[config.mk]
export PLATFORM = sky130hd
export DESIGN_NAME = spi_master
export DESIGN_NICKNAME = d
export VERILOG_FILES = /design/src/rtl/spi_pkg.sv /design/src/rtl/spi_tick_gen.sv /design/src/rtl/spi_master.sv
export SDC_FILE = /design/constraint.sdc
export NUM_CORES = 1
export LEC_CHECK = 0
export BUFFER_PORTS_ARGS = -buffer_cell sky130_fd_sc_hd__buf_2
export CAP_MARGIN = 20
export CORE_MARGIN = 10
export CORE_UTILIZATION = 31
export CTS_CLUSTER_SIZE = 12
export DETAILED_ROUTE_END_ITERATION = 10
export PLACE_DENSITY = 0.5
export SETUP_SLACK_MARGIN = 0.02
export SYNTH_ARGS = -nofsm -noshare
export SYNTH_HDL_FRONTEND = slang
export SYNTH_SLANG_ARGS = --single-unit
[constraint.sdc]
create_clock -name clk -period 2.48 [get_ports clk]
set_clock_uncertainty 0.1 [all_clocks]
set_input_delay 0 -clock clk [delete_from_list [all_inputs] [get_ports clk]]
set_output_delay 0 -clock clk [all_outputs]
set_load 0.1 [all_outputs]
[src/rtl/spi_pkg.sv]
// Shared SPI constants: FSM state encoding and default frame geometry.
// The defaults are also used by the spi_slave benches.
package spi_pkg;

  localparam int SPI_WIDTH   = 8;
  localparam int SPI_CLK_DIV = 4;

  localparam logic [2:0] ST_IDLE  = 3'd0;
  localparam logic [2:0] ST_SETUP = 3'd1;
  localparam logic [2:0] ST_SHIFT = 3'd2;
  localparam logic [2:0] ST_HOLD  = 3'd3;
  localparam logic [2:0] ST_GAP   = 3'd4;

endpackage

[src/rtl/spi_tick_gen.sv]
// Half-period tick generator for the SPI master.
// Down-counter that reloads CLK_DIV-1 and flags tick on terminal count.
// Parked at the reload value while disabled, so the first tick after
// enable lands exactly CLK_DIV cycles later.
module spi_tick_gen
  import spi_pkg::*;
#(
  parameter int CLK_DIV = SPI_CLK_DIV
) (
  input  logic clk,
  input  logic rst,
  input  logic en,
  output logic tick
);

  localparam int CW = (CLK_DIV > 1) ? $clog2(CLK_DIV) : 1;
  localparam logic [CW-1:0] LOAD = CW'(CLK_DIV - 1);

  logic [CW-1:0] cnt;

  // Count down while enabled; reload on terminal count or when idle.
  always_ff @(posedge clk or negedge rst) begin
    if (!rst) begin
      cnt <= LOAD;
    end else if (!en || cnt == '0) begin
      cnt <= LOAD;
    end else begin
      cnt <= cnt - 1'b1;
    end
  end

  assign tick = en && (cnt == '0);

endmodule

[src/rtl/spi_master.sv]
// Mode-0, MSB-first, single-frame SPI master.
//
// state | meaning
// ------+-------------------------------------------------------------
// IDLE  | waiting for start; tick counter parked
// SETUP | ss low, first data bit on mosi, sck low for one half-period
// SHIFT | sck toggles per tick; sample miso on rise, next mosi on fall
// HOLD  | last fall done, sck low for one half-period before ss rises
// GAP   | ss high for one half-period, busy still asserted
module spi_master
  import spi_pkg::*;
#(
  parameter int WIDTH   = SPI_WIDTH,
  parameter int CLK_DIV = SPI_CLK_DIV
) (
  input  logic             clk,
  input  logic             rst,
  input  logic             start,
  input  logic [WIDTH-1:0] din,
  output logic [WIDTH-1:0] dout,
  output logic             done,
  output logic             busy,
  output logic             ss,
  output logic             sck,
  output logic             mosi,
  input  logic             miso
);

  localparam int BW = $clog2(WIDTH + 1);

  logic [2:0]       state;
  logic [WIDTH-1:0] tx_sr;
  logic [WIDTH-1:0] rx_sr;
  logic [BW-1:0]    bits_left;
  logic             tick;

  spi_tick_gen #(.CLK_DIV(CLK_DIV)) u_tick (
    .clk  (clk),
    .rst  (rst),
    .en   (state != ST_IDLE),
    .tick (tick)
  );

  // Frame sequencer; all pin-facing outputs are registered here.
  always_ff @(posedge clk or negedge rst) begin
    if (!rst) begin
      state     <= ST_IDLE;
      tx_sr     <= '0;
      rx_sr     <= '0;
      bits_left <= '0;
      dout      <= '0;
      done      <= 1'b0;
      busy      <= 1'b0;
      ss        <= 1'b1;
      sck       <= 1'b0;
      mosi      <= 1'b0;
    end else begin
      done <= 1'b0;
      case (state)
        ST_IDLE: begin
          if (start) begin
            tx_sr     <= din;
            mosi      <= din[WIDTH-1];
            ss        <= 1'b0;
            busy      <= 1'b1;
            bits_left <= BW'(WIDTH);
            state     <= ST_SETUP;
          end
        end
        ST_SETUP: begin
          // The SETUP exit edge is also the first sck rise.
          if (tick) begin
            sck       <= 1'b1;
            rx_sr     <= {rx_sr[WIDTH-2:0], miso};
            bits_left <= bits_left - 1'b1;
            state     <= ST_SHIFT;
          end
        end
        ST_SHIFT: begin
          if (tick) begin
            if (!sck) begin
              sck       <= 1'b1;
              rx_sr     <= {rx_sr[WIDTH-2:0], miso};
              bits_left <= bits_left - 1'b1;
            end else begin
              sck <= 1'b0;
              if (bits_left == '0) begin
                state <= ST_HOLD;
              end else begin
                tx_sr <= {tx_sr[WIDTH-2:0], 1'b0};
                mosi  <= tx_sr[WIDTH-2];
              end
            end
          end
        end
        ST_HOLD: begin
          if (tick) begin
            ss    <= 1'b1;
            dout  <= rx_sr;
            done  <= 1'b1;
            state <= ST_GAP;
          end
        end
        ST_GAP: begin
          if (tick) begin
            busy  <= 1'b0;
            state <= ST_IDLE;
          end
        end
        default: state <= ST_IDLE;
      endcase
    end
  end

endmodule

Word-level counts from Yosys, hierarchy flattened

Index checks and enable logic that the tools add are counted.

Add/sub/neg operators: 2
$mul: 0
Divide/modulo/power cells: 0
$lt $le $gt $ge: 0
Eq/ne operators: 13
Shift operators: 0
Mux-type cells: 39
Bitwise gates (word level): 0
Reductions and logical operators: 20

Operators by type and width:

| cell                  | count |
|---|---|
| $mux W7               | 4 |
| $mux W8               | 3 |
| $mux W3               | 7 |
| $ne A2 B2 Y1 const B  | 9 |
| $mux W4               | 4 |
| $pmux W8 S2           | 1 |
| $pmux W3 S5           | 1 |
| $pmux W7 S2           | 1 |
| $mux W1               | 12 |
| $pmux W4 S3           | 1 |
| $reduce_and A5 Y1     | 2 |
| $reduce_and A3 Y1     | 3 |
| $pmux W1 S2           | 4 |
| $reduce_bool A2 Y1    | 4 |
| $reduce_and A7 Y1     | 1 |
| $eq A3 B2 Y1 const B  | 2 |
| $reduce_bool A3 Y1    | 2 |
| $logic_not A4 Y1      | 1 |
| $reduce_and A4 Y1     | 1 |
| $sub A4 B1 Y4 const B | 1 |
| $eq A3 B1 Y1 const B  | 1 |
| $eq A3 B3 Y1 const B  | 1 |
| $logic_not A3 Y1      | 1 |
| $logic_not A2 Y1      | 1 |
| 6 further kinds       | 6 |

Bits in registers: 37
Bits in latches: 0
RAM bits: 0
Bits in read-only memories: 0
Bits of input ports: 12
Output and inout port bits: 13
Word-level logic and storage cells: 85
Memories kept: 0

Logic depth before layout (Yosys ltp)

Depth in word-level cells: 5
Depth in mapped cells: 7
Mapped depth without buffers: 6

Modules after synthesis

From an unflattened synthesis, not the netlist that was laid out.

Cells, all modules: 143
Area total of the unflattened synthesis: 1,735.4 um^2

Modules (own cells, without submodules):

| module       | times used | cells an instance | area each (um^2) | sequential area each (um^2) |
|---|---|---|---|---|
| spi_master   | 1          | 135               | 1,641.6          | 877.1 |
| spi_tick_gen | 1          | 8                 | 93.8             | 52.6 |

Worst setup path after synthesis

OpenSTA, ideal clock, no wires.

Path kind: register to register
Start: register sck
End: register mosi
Library setup time: 0.125 ns
Arrival time: 1.935 ns
Required time: 2.255 ns
Slack: 0.320 ns
Stages on the path, launching flop included: 5
Buffers on the path: 0
Clock period less this slack: 2.160 ns
Cells stage by stage: dfrtp_1 -> nand4b_1 -> a21o_1 -> a21oi_4 -> mux2_2

Longest elaborated chain between the ends: 2

Ends and longest elaborated chain:

| what                               | RTL line         | source |
|---|---|---|
| from (decl)                        | spi_master.sv:24 | `output logic sck,` |
| from (signal assigned)             | spi_master.sv:55 | `sck <= 1'b0;` |
| from (signal assigned)             | spi_master.sv:73 | `sck <= 1'b1;` |
| from (signal assigned)             | spi_master.sv:82 | `sck <= 1'b1;` |
| $ne A2 B2 Y1 (no source line)      | n/a              |  |
| $reduce_and A5 Y1 (no source line) | n/a              |  |
| to (signal assigned)               | spi_master.sv:63 | `mosi <= din[WIDTH-1];` |
| to (signal assigned)               | spi_master.sv:91 | `mosi <= tx_sr[WIDTH-2];` |
| to (decl)                          | spi_master.sv:25 | `output logic mosi,` |

No other way between the ends.
A chain may end at the register's enable or synchronous reset.

Worst setup path in the final report

Start: register u_tick.cnt[0]
End: register tx_sr[6]

Longest elaborated chain between the ends: 4

Ends and longest elaborated chain:

| what                               | RTL line           | source |
|---|---|---|
| from (decl)                        | spi_tick_gen.sv:19 | `logic [CW-1:0] cnt;` |
| from (signal assigned)             | spi_tick_gen.sv:28 | `cnt <= cnt - 1'b1;` |
| $logic_not A2 Y1                   | spi_tick_gen.sv:32 | `assign tick = en && (cnt == '0);` |
| $logic_and A1 B1 Y1                | spi_tick_gen.sv:32 |  |
| $ne A2 B2 Y1 (no source line)      | n/a                |  |
| $reduce_and A5 Y1 (no source line) | n/a                |  |
| to (signal assigned)               | spi_master.sv:62   | `tx_sr <= din;` |
| to (signal assigned)               | spi_master.sv:90   | `tx_sr <= {tx_sr[WIDTH-2:0], 1'b0};` |
| to (decl)                          | spi_master.sv:32   | `logic [WIDTH-1:0] tx_sr;` |

No other way between the ends.

==> impl_metrics.tcl <==
set metrics [dict create \
    fp.dieArea_um2 8930 \
    cts_tree "built" \
    cts_max_level 2 \
    syn_nets 152 \
    ant_nets 0 \
    p_switching_uw 240 \
    slew_headroom 0.450 \
    final_layout_size_suffix_gt1_frac 0.412 \
    regArea_um2 930 \
    critPathLaunch "u_tick.cnt[0]$_DFF_PN1_" \
    period_minus_slack_ns 2.01 \
    synth_area_um2 1720 \
    synth_largest_area_cell "dfrtp_1" \
    worst_setup_path_end_kind "flop" \
    yosysWarnings 0 \
    drc 0 \
    start_util 0.317 \
    drt-vias-per-instance 4.48 \
    routabilityCongestion 0.752 \
    fp.dieH_um 94.5 \
    whs_ns 0.250 \
    switching_share 0.218 \
    final-max-slew-violation-count 0 \
    p_clk_frac 0.396 \
    cts_made_buffers 5 \
    worstHoldPathType "in -> async" \
    grt_pass1_wl_mm 5.58 \
    finalHoldViolCount 0 \
    setup_tns_ns 0 \
    critical_path_class "reg -> reg" \
    grt_remaining_overflow 0 \
    yosysUniqueCellTypes 30 \
    chipWidth_um 94.5 \
    critPathSlowestCell "dfstp_2" \
    fillers 540 \
    r2r_setup_slack_ns 0.47 \
    nets 191 \
    power.internal_uw 860 \
    clock_path_buffers 2 \
    clock_latency_ns 0.29 \
    area_delta_synth_final_pct 23.5 \
    crit_chain "inv_1, ha_1, nand4b_1, a21o_1, a21oi_4, mux2_2" \
    worst_slew_pin_slew_ns 0.825 \
    vias 1115 \
    multi_input_area_um2 742 \
    cp_max_fo 12 \
    power_frac_comb 0.045 \
    placement_rows 27 \
    cpPeakStageDelay_ns 0.37 \
    ctsResizeCount 0 \
    dr.pass1.iters 4 \
    grtUsageTotal 0.0799 \
    wire_per_inst_um 13.1 \
    io_pins 25 \
    r2r-start "u_tick.cnt[0]$_DFF_PN1_" \
    ff2ff_path_depth 6 \
    seq_power_share 0.559 \
    grt_max_degree 38 \
    p_leak_nw 1.04 \
    status "finished clean" \
    antenna_cells 0 \
    dp.final_hpwl_mm 2.31 \
    fmax_mhz 498 \
    synth.area.top_cells "dfrtp_1 (49%), mux2_2 (20%), dfstp_2 (4.6%)" \
    io_buffers 24 \
    ys_seq_area_frac 0.540 \
    synth.top_cell.area_share 0.494 \
    wirelength_mm 3.25 \
    avgSynthCellArea_um2 12.6 \
    start_kind "flop" \
    arrival_ns 2.08 \
    antenna_found_initial 0 \
    clockRootBuffer "clkbuf_8" \
    ir_worst_vdd_mv 0.245 \
    initialDrtViolationCount 64 \
    powerDensity_nw_per_um2 518 \
    cp.required_ns 2.55 \
    ys_ff_latch 37 \
    setup_violations 0 \
    clkSinkCount 37 \
    core_area_um2 5440 \
    rsz0062_at_grt "no" \
    postSynthCellCount 137 \
    grt_pass1_vias 1191 \
    cap_violations 0 \
    clk_pin_slew_ns 0.07 \
    finalCritPeriodShare 0.809 \
]
-- registers in the layout (all words and copies together), names as in the netlist --
register and flops:
done 1, u_tick.cnt 2, busy 1, sck 1, state 3, dout 8
ss 1, bits_left 4, mosi 1, rx_sr 8, tx_sr 7
-- timing repair --
| item | CTS | global route |
|---|---|---|
| buffers inserted | 0 | 0 |
| endpoints found under the hold margin | 46 | 0 |
| hold buffers | 11 | 0 |
-- final timing paths --
| check | to |
|---|---|
| hold reg to reg | u_tick.cnt[0]$_DFF_PN1_ |
| max in group asynchronous | bits_left[2]$_DFFE_PN0P_ |
| min in group clk | u_tick.cnt[0]$_DFF_PN1_ |
| setup / recovery | tx_sr[6]$_DFFE_PN0P_ |
| setup reg to reg | tx_sr[6]$_DFFE_PN0P_ |
| hold / removal | state[0]$_DFFE_PN0P_ |
-- synth_stat cells --
library cell  instances
a21o_1                2
nand2b_1              3
dfrtp_1              34
nor3b_1               1
nand4bb_1             1
nand4b_1              1
nand4_1               2
nand3_1               1
nor2b_1               1
o2bb2ai_1             1
dfstp_2               3
nand3b_1              3
a21oi_1               5
nor3_1                1
and4_2                1
a31oi_4               1
inv_1                 8
mux2_2               31
o21ai_0               6
a221oi_1              1
nand2_4               1
ha_1                  3
or3b_4                1
nand2_1               9
a21oi_4               2
mux2i_1               1
buf_2                 4
a211oi_1              1
and3_1                1
nor2_1                7
-- routing by layer --
layer / global-route usage / part of all wire / up-vias
li1: - / - / 560
met1: 0.0883 / 0.44 / 528
met2: 0.127 / 0.48 / 19
met3: 0.0404 / 0.059 / 8
met4: 0.0349 / 0.018 / 0
met5: 0 / 0 / -
-- cells in the final DEF (no fill, tap or decap), drive strengths merged, types with 2 or more instances in the layout --
cell type and count:
a21oi 7, nand4 2, buf 25, inv 8, nand3b 3, ha 3
clkinv 2, clkbuf 6, nand2 10, nor2 7, a21o 2, dfstp 3
mux2 31, dfrtp 34, o21ai 6, nand2b 3, dlygate4sd3 11
-- power by group through the flow --
stage	registers (mW)	clock network, mW	logic, mW
final	0.616	0.436	0.0492
after global routing	0.617	0.491	0.0562
after global placement	0.627	0	0.0367
after floorplan	0.632	0	0.00850
after detailed placement	0.627	0	0.0379
after CTS	0.616	0.462	0.0511
-- critical path: cells and delay by family (launching register included) --
family / cells / cell delay, ns
adders and majority gates: 1 / 0.36
buffers and inverters: 1 / 0.05
muxes: 1 / 0.37
AOI/OAI and AO/OA: 2 / 0.50
and+or+nand+nor: 1 / 0.14
DFF: 1 / 0.37
-- kinds of logic after synthesis --
kind of cell | Yosys count | synth area share
buffers and inverters | 12 | 0.0291
flip-flops | 37 | 0.540
AO/OA/AOI/OAI | 19 | 0.0865
AND/OR/NAND/NOR | 34 | 0.114
multiplexers | 32 | 0.209
adder cells (fa/ha/maj) | 3 | 0.0218
-- final cells by class --
cell class                      count  share of cell area
Clock buffer                        6              0.0388
Clock inverter                      2             0.00647
Inverter                            8              0.0141
Multi-Input combinational cell     88               0.349
Sequential cell                    37               0.437
Tap cell                           72              0.0424
Timing Repair Buffer               36               0.112
-- through the flow --
| step | instances | utilization | cell area [um2] | power, mW | worst slack, ns |
|---|---|---|---|---|---|
| after floorplan | 137 | - | 1720 | 0.640 | 0.320 |
| after global placement | 230 | 0.353 | 1920 | 0.664 | 0.506 |
| after detailed placement | 230 | 0.353 | 1920 | 0.665 | 0.495 |
| after CTS | 249 | 0.391 | 2130 | 1.13 | 0.481 |
| after global routing | 249 | 0.391 | 2130 | 1.16 | 0.343 |
| final | 249 | 0.391 | 2130 | 1.10 | 0.473 |
Note: power is estimated with default switching activity, not from simulation.
